**config.mk**
```make
export PLATFORM = sky130hd
export DESIGN_NAME = text_console_writer
export DESIGN_NICKNAME = d
export VERILOG_FILES = /design/src/rtl/text_console_writer.sv
export SDC_FILE = /design/constraint.sdc
export NUM_CORES = 1
export LEC_CHECK = 0
export CORE_MARGIN = 2
export CORE_UTILIZATION = 51
export CTS_CLUSTER_SIZE = 24
export DETAILED_ROUTE_END_ITERATION = 7
export MAX_ROUTING_LAYER = met4
export PLACE_DENSITY_LB_ADDON = 0.05
export RECOVER_POWER = 50
export SLEW_MARGIN = 30
export SYNTH_ARGS = -nofsm -noshare
export SYNTH_HDL_FRONTEND = slang
export SYNTH_SLANG_ARGS = --single-unit
```
**constraint.sdc**
```tcl
create_clock -name clk -period 6.9 [get_ports clk]
set_input_delay 1.38 -clock clk [delete_from_list [all_inputs] [get_ports clk]]
set_output_delay 1.38 -clock clk [all_outputs]
set_load 0.05 [all_outputs]
```
**src/rtl/text_console_writer.sv**
```systemverilog
// text_console_writer: cursor-tracking ASCII stream to 80x25 char RAM write port with row/screen clear
module text_console_writer #(
  parameter int COLS = 80,
  parameter int ROWS = 25,
  parameter int ADDR_W = 11,
  parameter logic [7:0] DEFAULT_ATTR = 8'h0F
) (
  input  logic              clk,
  input  logic              rst,
  input  logic              in_valid,
  output logic              in_ready,
  input  logic [7:0]        in_char,
  input  logic [7:0]        in_attr,
  output logic              wr_en,
  output logic [ADDR_W-1:0] wr_address,
  output logic [15:0]       wr_data,
  output logic              busy,
  output logic [ADDR_W-1:0] cursor_index
);
  localparam int CW = $clog2(COLS);
  localparam int RW = $clog2(ROWS);
  localparam logic [ADDR_W-1:0] LAST = ADDR_W'(COLS*ROWS-1);
  localparam logic [ADDR_W-1:0] SPAN = ADDR_W'(COLS-1);
  localparam logic [ADDR_W-1:0] STEP = ADDR_W'(COLS);
  localparam logic [CW-1:0] COL_MAX = CW'(COLS-1);
  localparam logic [RW-1:0] ROW_MAX = RW'(ROWS-1);
  localparam logic [15:0] BLANK = {DEFAULT_ATTR, 8'h20};
  typedef enum logic [1:0] {CLR_ALL, IDLE, CLR_ROW} state_t;
  state_t state, state_n;
  logic [CW-1:0] col, col_n;
  logic [RW-1:0] row, row_n;
  logic [ADDR_W-1:0] cursor_n, clr_addr, clr_addr_n, wr_address_n, row_start;
  logic [15:0] wr_data_n;
  logic wr_en_n, adv;
  assign row_start = row == ROW_MAX ? '0 : cursor_index - ADDR_W'(col) + STEP;
  always_comb begin
    state_n = state;
    col_n = col;
    row_n = row;
    cursor_n = cursor_index;
    clr_addr_n = clr_addr;
    wr_en_n = 1'b0;
    wr_address_n = wr_address;
    wr_data_n = wr_data;
    adv = 1'b0;
    case (state)
      CLR_ALL: begin
        wr_en_n = 1'b1;
        wr_address_n = clr_addr;
        wr_data_n = BLANK;
        clr_addr_n = clr_addr + 1'b1;
        if (clr_addr == LAST) begin
          state_n = IDLE;
          row_n = '0;
          col_n = '0;
          cursor_n = '0;
        end
      end
      CLR_ROW: begin
        wr_en_n = 1'b1;
        wr_address_n = clr_addr;
        wr_data_n = BLANK;
        clr_addr_n = clr_addr + 1'b1;
        if (clr_addr == cursor_index + SPAN) state_n = IDLE;
      end
      IDLE: begin
        if (in_valid) begin
          if (in_char >= 8'h20 && in_char <= 8'h7E) begin
            wr_en_n = 1'b1;
            wr_address_n = cursor_index;
            wr_data_n = {in_attr, in_char};
            if (col != COL_MAX) begin
              col_n = col + 1'b1;
              cursor_n = cursor_index + 1'b1;
            end else adv = 1'b1;
          end else if (in_char == 8'h0D) begin
            col_n = '0;
            cursor_n = cursor_index - ADDR_W'(col);
          end else if (in_char == 8'h0A) begin
            adv = 1'b1;
          end else if (in_char == 8'h08 && col != '0) begin
            col_n = col - 1'b1;
            cursor_n = cursor_index - 1'b1;
            wr_en_n = 1'b1;
            wr_address_n = cursor_index - 1'b1;
            wr_data_n = BLANK;
          end else if (in_char == 8'h0C) begin
            state_n = CLR_ALL;
            clr_addr_n = '0;
          end
          if (adv) begin
            col_n = '0;
            row_n = row == ROW_MAX ? '0 : row + 1'b1;
            cursor_n = row_start;
            clr_addr_n = row_start;
            state_n = CLR_ROW;
          end
        end
      end
      default: state_n = CLR_ALL;
    endcase
  end
  always_ff @(posedge clk) begin
    if (rst) begin
      state <= CLR_ALL;
      col <= '0;
      row <= '0;
      cursor_index <= '0;
      clr_addr <= '0;
      wr_en <= 1'b0;
      wr_address <= '0;
      wr_data <= '0;
      in_ready <= 1'b0;
      busy <= 1'b1;
    end else begin
      state <= state_n;
      col <= col_n;
      row <= row_n;
      cursor_index <= cursor_n;
      clr_addr <= clr_addr_n;
      wr_en <= wr_en_n;
      wr_address <= wr_address_n;
      wr_data <= wr_data_n;
      in_ready <= state_n == IDLE;
      busy <= state_n != IDLE;
    end
  end
endmodule
```
# ---- After elaboration in Yosys (flattened, before gate mapping)
# Cells that the tools add are included.
dict set report totals {
  ff_bits 66
  in_bits 19
  output_inout_bits 41
  elab_cells 122
}
dict set report classes {
  add_sub_neg 9
  magnitude_cmp 2
  n_eq_ne 26
  muxes 64
  n_reduce_logical 11
}
# cell n
set ops {}
lappend ops {{$mux 11} 19}
lappend ops {{$mux 16} 5}
lappend ops {{$pmux 11 s2} 3}
lappend ops {{$mux 7} 8}
lappend ops {{$eq 8x4->1 const B} 4}
lappend ops {{$pmux 16 s2} 1}
lappend ops {{$ne 3x3->1 const B} 8}
lappend ops {{$add 11x1->11 const B} 2}
lappend ops {{$add 11x7->11 const B} 2}
lappend ops {{$mux 5} 4}
lappend ops {{$mux 2} 9}
lappend ops {{$pmux 7 s2} 1}
lappend ops {{$eq 11x11->1} 1}
lappend ops {{$eq 11x11->1 const B} 1}
lappend ops {{$mux 1} 11}
lappend ops {{$sub 11x1->11 const B} 1}
lappend ops {{$sub 11x7->11} 1}
lappend ops {{$ne 5x5->1 const B} 2}
lappend ops {{$pmux 5 s2} 1}
lappend ops {{$ge 8x6->1 const B} 1}
lappend ops {{$le 8x7->1 const B} 1}
lappend ops {{$add 7x1->7 const B} 1}
lappend ops {{$ne 7x7->1 const B} 1}
lappend ops {{$reduce_and 7->1} 1}
lappend ops {{18 further kinds} 23}

# ---- Logic depth before layout (Yosys ltp)
# Gate-level depths: netlist of run 1.
dict set report depth {
  depth_word 10
  mapped_depth 12
  ltp_nobuf 11
}

# ---- Least setup slack after synthesis of run 1
# Ideal clock, no wire load.
dict set report synth_path {
  path_kind {input-to-reg}
  start {input port in_char[0]}
  end {register row[3]}
  setup_ps 70
  arrival_ps 3183
  required_ps 6830
  setup_slack_ps 3646
  cell_stages 6
  path_buffers 0
  cell_sequence {or4_4 > nor4b_4 > nor2_2 > a21o_4 > or4_1 > a21oi_1}
}
dict set report synth_via {
  elab_chain_cells 8
  elab_cells_between_ends 12
  classes_between {order compare: 2; eq/ne: 3; mux: 5; reduce/logical: 2}
}
# item line_no
set synth_lines {}
lappend synth_lines {{from (decl)} 12} ;# input logic [7:0] in_char,
lappend synth_lines {{parallel branches: the longest is 3 deep, another holds $ge 8x6->1} -}
lappend synth_lines {{$mux 1 *} 68} ;# if (in_char >= 8'h20 && in_char <= 8'h7E) begin
lappend synth_lines {{$mux 1 *} 67} ;# if (in_valid) begin
lappend synth_lines {{$mux 1 *} 46} ;# case (state)
lappend synth_lines {{$ne 2x2->1 (no line) *} -}
lappend synth_lines {{$reduce_and 4->1 (no line) *} -}
lappend synth_lines {{to (signal assigned)} 118} ;# row <= row_n;
lappend synth_lines {{to (decl)} 31} ;# logic [RW-1:0] row, row_n;
# Every way passes the cells marked *. The select of a mux whose other input is x is not followed.
# A chain may end at the register's enable or synchronous reset.

# ---- Final worst setup path of run 1
dict set report layout_path {
  start {input port in_char[2]}
  end {register cursor_index[9]}
}
dict set report layout_via {
  elab_chain_cells 9
  elab_cells_between_ends 21
  classes_between {order compare: 2; eq/ne: 6; mux: 10; reduce/logical: 3}
}
# item line_no
set layout_lines {}
lappend layout_lines {{parallel branches: the longest is 9 deep, another holds $ge 8x6->1} -}
lappend layout_lines {{to (signal assigned)} 119} ;# cursor_index <= cursor_n;
lappend layout_lines {{to (decl)} 18} ;# output logic [ADDR_W-1:0] cursor_index
# Parallel ways; which one is timed is not known. The select of a mux whose other input is x is not followed.

==> results_dict.tcl, run 1 <==
set metrics [dict create \
    io_buffers 59 \
    num_rows 35 \
    cts_hold_buf 0 \
    clock-sinks 66 \
    grt_pass1_vias 4568 \
    drive_gt1_frac 0.0555 \
    die-area_um2 10300 \
    die_h_um 101 \
    cp_slowest_cell "nor3_1" \
    ios 60 \
    report.final.setup_viol 0 \
    required_ns 7.17 \
    syn2layout_area_growth_pct 15.9 \
    yosys_warnings 0 \
    clk_pin_slew_ns 0.08 \
    cp_num_buf_inv 2 \
    criticalPathCategory "primary input to flop" \
    crit_arrival_ns 5.12 \
    avgSynthCellArea_um2 7.42 \
    clkLatencyLatePin_ns 0.36 \
    gp_congestion 0.940 \
    syn_area_um2 4840 \
    ctsRootBufferMaster "clkbuf_8" \
    layout_common_cells "nor2_1, dfxtp_1, a21oi_1" \
    critical_path.max_stage_delay_ns 0.68 \
    ys_seq_elements 66 \
    cts_inserted_buffers 9 \
    final_common_cell "nor2_1" \
    viasPerCell 6.21 \
    relSlewSlack -0.359 \
    postCtsSetupRepairBufs 0 \
    dr.pass1.iters 5 \
    grt_antenna_before_repair 0 \
    worstPathCellList "dlygate4sd3_1, and3_1, a211o_1, buf_4, nor3_1, nor2_1, nor2_1, and2_1, mux2i_1, a211oi_1" \
    cts_resized 0 \
    grt_max_degree 65 \
    syn_inst 653 \
    grt_setup_unrepaired "no" \
    path_common_cell "nor2_1" \
    synth_flop_cell "dfxtp_1" \
    cts_tree "yes" \
    drv_slew 18 \
    grt_overflow_total 0 \
    max_slew.worst_pin.slew_ns 2.02 \
    startpoint_type "primary input" \
    wl_per_cell_um 18.2 \
    cpLargestDelayFamily "simple AND/OR/NAND/NOR gates" \
    grt_usage 0.301 \
    ys_async_sr_fraction 0 \
    die_width_um 101 \
    initial_core_util 0.524 \
    antennaDiodeCount 0 \
    synthesis.nets 688 \
    nets 715 \
    dp_hpwl_mm 10.3 \
    synth_seq_area_share 0.273 \
    period_share 0.703 \
    drcViolationCount 0 \
    cellLeakagePower_nw 2.10 \
    routed_wl_mm 14.8 \
    synth_edf_count 0 \
    grt_pass1_wl_mm 23.7 \
    clockBufferDepth 2 \
    power_density_nw_per_um2 144 \
    hold_slack_ns 0.451 \
    fin_crit_ns 4.85 \
    tns_ns 0 \
    power.total_uw 811 \
    skew_ns 0.0163 \
    end_kind "flop" \
    critPathMaxFanout 31 \
    drv_cap 1 \
    fmax_mhz 206 \
    ys_types 70 \
    outcome "finished, violations left" \
    vias 5052 \
    postRouteAntennaNets 0 \
    violations "max-capacitance violations, max-slew violations" \
    htree_num_levels 3 \
    core_area_um2 9240 \
    hold_viol_final 0 \
    peakVddDrop_uv 86.4 \
    hp-class "flop to flop" \
    drt_iter0_markers 281 \
]
## path summary, 6_finish.rpt
check                                                start                            to  slack [ns]  cells after the start
worst max-delay path                            in_char[2]  cursor_index[9]$_SDFFE_PP0P_        2.05                     10
worst min register to register  wr_address[8]$_SDFFE_PP0P_    wr_address[8]$_SDFFE_PP0P_        0.45                      2
worst max register to register         col[0]$_SDFFE_PP0P_   wr_address[10]$_SDFFE_PP0P_        3.29                      9
worst min-delay path            wr_address[8]$_SDFFE_PP0P_    wr_address[8]$_SDFFE_PP0P_        0.45                      2
## layout make-up
| cell class | count | area, um^2 |
|---|---|---|
| Clock buffer | 9 | 124 |
| Multi-Input combinational cell | 521 | 3230 |
| Clock inverter | 7 | 78.8 |
| Timing Repair Buffer | 65 | 631 |
| Sequential cell | 66 | 1320 |
| Fill cell | 874 | 3630 |
| Tap cell | 129 | 161 |
| Inverter | 17 | 63.8 |
## cells by family after synthesis
kind of cell | count (synthesis) | synth area share
AOI/OAI and AO/OA | 204 | 0.280
xor gates and xnor gates | 32 | 0.0579
adders and majority gates | 16 | 0.0429
buffers and inverters | 66 | 0.0558
DFF | 66 | 0.273
muxes | 7 | 0.0145
and+or+nand+nor | 262 | 0.276
## cells in the mapped netlist, types with 3 or more instances
library cell / n / area [um^2]
a2111oi_0: 4 / 35.0
a211o_1: 5 / 43.8
a211oi_1: 25 / 188
a21o_1: 4 / 30.0
a21oi_1: 52 / 260
a221oi_1: 4 / 35.0
a22oi_1: 10 / 75.1
a311oi_1: 3 / 26.3
a31oi_1: 8 / 50.1
and2_1: 10 / 62.6
and3_1: 9 / 56.3
buf_2: 17 / 85.1
clkbuf_1: 29 / 109
dfxtp_1: 66 / 1320
ha_1: 15 / 188
inv_1: 17 / 63.8
mux2i_1: 7 / 70.1
nand2_1: 49 / 184
nand3_1: 20 / 100
nand3b_1: 4 / 30.0
nand4_1: 7 / 43.8
nor2_1: 86 / 323
nor2b_1: 8 / 50.1
nor3_1: 30 / 150
nor3b_1: 3 / 22.5
nor4_1: 7 / 43.8
o2111ai_1: 3 / 26.3
o211ai_1: 9 / 67.6
o21a_1: 7 / 52.6
o21ai_0: 42 / 210
o22a_1: 3 / 26.3
or2_2: 3 / 18.8
or3_1: 4 / 25.0
or4_1: 5 / 37.5
xnor2_1: 19 / 166
xor2_1: 13 / 114
## report_power, final
part	switching (mW)	internal [mW]
registers	0.00408	0.385
logic	0.0462	0.0295
clock network	0.176	0.170
## stage by stage
step / utilization / cells / cell area [um^2] / setup slack, ns
after floorplan: - / 653 / 4840 / 3.65
after global placement: 0.588 / 798 / 5430 / 2.21
after detailed placement: 0.588 / 798 / 5430 / 2.15
after CTS: 0.610 / 814 / 5630 / 2.52
after global routing: 0.607 / 814 / 5610 / 1.83
final: 0.607 / 814 / 5610 / 2.05
## sequential cells by signal, indices dropped and copies added (netlist names)
signal        count
wr_address       11
row               5
col               7
wr_en             1
clr_addr         11
cursor_index     11
in_ready          1
busy              1
state             2
wr_data          16
## layer usage
layer,up-vias,track usage,part of all wire
li1,2445,-,-
met4,0,0.116,0.028
met1,2388,0.396,0.45
met5,-,-,0
met3,32,0.0352,0.054
met2,187,0.472,0.47
## worst reg2reg max path: cells and delay by family (launching register included)
family,cells,cell delay (ns)
AO/OA/AOI/OAI,4,2.13
AND/OR/NAND/NOR,3,0.55
flip-flops,1,0.48
adder cells (fa/ha/maj),1,0.24
buffers and inverters,1,0.12
Power figures use the tool's default switching activity.
==> inputs of run 2 (changes only) <==
Clock period 6.9 ns to 4.6 ns, I/O delays scaled along.
==> run 2 against run 1 <==
Effect of this change:
- the flow now finishes without violations
- highest routed layer unchanged
- clock-buffer cell count stayed put
- total power increased by 62%
- combinational power up 50%
- utilization rose by 0.95 points
==> results_dict.tcl, run 2 (synthesis results as in run 1) <==
set metrics [dict create \
    outcome "complete, no violations" \
    report.final.setup_viol 0 \
    grt_usage 0.299 \
    fmax_mhz 255 \
    required_ns 4.88 \
    nFillCells 839 \
    power.total_mw 1.32 \
    r2r_start "cursor_index[0]$_SDFFE_PP0P_" \
    largest_register_ffs 16 \
    largest-register "wr_data" \
    clock-sinks 66 \
    max_slew.worst_pin.slew_ns 0.892 \
    postRouteAntennaNets 0 \
    vias 5076 \
    criticalPathCategory "primary input to flop" \
    reg2reg_depth 11 \
    tns_ns 0 \
    io_buffers 59 \
    hp-class "flop to flop" \
    crit_start "in_char[5]" \
    cts_inserted_buffers 9 \
    hold_viol_final 0 \
    viasPerCell 6.19 \
    period_share 0.852 \
    hold_slack_ns 0.448 \
    htree_num_levels 3 \
    multi_input_area_um2 3230 \
    drv_slew 0 \
    num_rows 35 \
    grt_pass1_wl_mm 23.6 \
    initial_core_util 0.524 \
    fin_crit_ns 3.92 \
    die-area_um2 10300 \
    wl_per_cell_um 17.7 \
    cts_tree "yes" \
    clkLatencyLatePin_ns 0.36 \
    skew_ns 0.0109 \
    grt_pass1_vias 4662 \
    die_width_um 101 \
    drv_cap 0 \
    cts_resized 0 \
    ctsRootBufferMaster "clkbuf_8" \
    grt_overflow_total 0 \
    end_kind "flop" \
    layout_common_cells "nor2_1, dfxtp_1, a21oi_1" \
    startpoint_type "primary input" \
    routed_wl_mm 14.5 \
    dr.pass1.iters 6 \
    grt_setup_unrepaired "no" \
    power_density_nw_per_um2 231 \
    final_area_um2 5700 \
    clockBufferDepth 2 \
    clk_pin_slew_ns 0.07 \
    drcViolationCount 0 \
    antennaDiodeCount 0 \
    ff_latch_area_um2 1320 \
    crit_end "wr_data[6]$_SDFFE_PP0P_" \
    grt_antenna_before_repair 0 \
    critPathMaxFanout 19 \
    cts_hold_buf 0 \
    cellLeakagePower_nw 2.15 \
    placed_area_um2 5480 \
    grt_max_degree 46 \
    final_common_cell "nor2_1" \
    relSlewSlack 0.405 \
    peakVddDrop_uv 165 \
    gp_congestion 0.886 \
    drive_gt1_frac 0.0637 \
    fin_ws_ns 0.683 \
    dp_hpwl_mm 10.5 \
    drt_iter0_markers 389 \
    core_area_um2 9240 \
    nets 721 \
    syn2layout_area_growth_pct 17.7 \
    die_h_um 101 \
    ios 60 \
    reg2reg_to "clr_addr[7]$_SDFFE_PP0P_" \
    crit_arrival_ns 4.20 \
    r2r_slack_ns 1.24 \
    postCtsSetupRepairBufs 0 \
    post-place-ws_ns 0.457 \
]
run 2: per-layer routing:
metal,part of all wire,vias to the layer above,track usage,wire length [um]
met3,0.057,36,0.0511,823
li1,-,2462,-,-
met4,0.027,0,0.0988,391
met5,0,-,-,0
met1,0.45,2398,0.392,6520
met2,0.47,180,0.467,6810
run 2: area by class of cell:
class | count | share of cell area
tap | 129 | 0.0283
clock inverter | 7 | 0.0220
timing repair buffer | 71 | 0.119
clock buffer | 9 | 0.0217
inverter | 17 | 0.0112
sequential | 66 | 0.232
multi-input combinational | 521 | 0.566
run 2: worst max-delay path, cell delays in order:
cell	delay (ns)
clkdlybuf4s50_1	0.51
or4_4	0.58
nor4_1	0.40
o21ai_0	0.37
and2_1	0.29
o21a_1	0.27
buf_4	0.24
a2111oi_0	0.45
a21oi_1	0.07
nor2_1	0.09
run 2: how the worst min path moves through the flow:
stage	start	end	slack [ns]	depth (start not counted)
2_1_floorplan	row[4]$_SDFFE_PP0P_	row[4]$_SDFFE_PP0P_	0.46	2
3_3_place_gp	wr_data[0]$_SDFFE_PP0P_	wr_data[0]$_SDFFE_PP0P_	0.44	2
3_5_place_dp	wr_address[6]$_SDFFE_PP0P_	wr_address[6]$_SDFFE_PP0P_	0.45	2
4_1_cts	wr_address[6]$_SDFFE_PP0P_	wr_address[6]$_SDFFE_PP0P_	0.45	2
5_1_grt	wr_data[0]$_SDFFE_PP0P_	wr_data[0]$_SDFFE_PP0P_	0.46	2
6_report	wr_address[6]$_SDFFE_PP0P_	wr_address[6]$_SDFFE_PP0P_	0.45	2
run 2: power by group:
part	total (mW)	internal [mW]	switching (mW)	leakage, nW
clock	0.619	0.365	0.255	0.124
sequential	0.583	0.577	0.00592	0.535
combinational	0.114	0.0445	0.0694	1.49
total	1.32	0.986	0.330	2.15
run 2: metrics by stage:
step | std cells | util
6_report | 820 | 0.617
4_1_cts | 820 | 0.619
3_5_place_dp | 804 | 0.593
3_3_place_gp | 804 | 0.593
2_1_floorplan | 653 | -
5_1_grt | 820 | 0.617
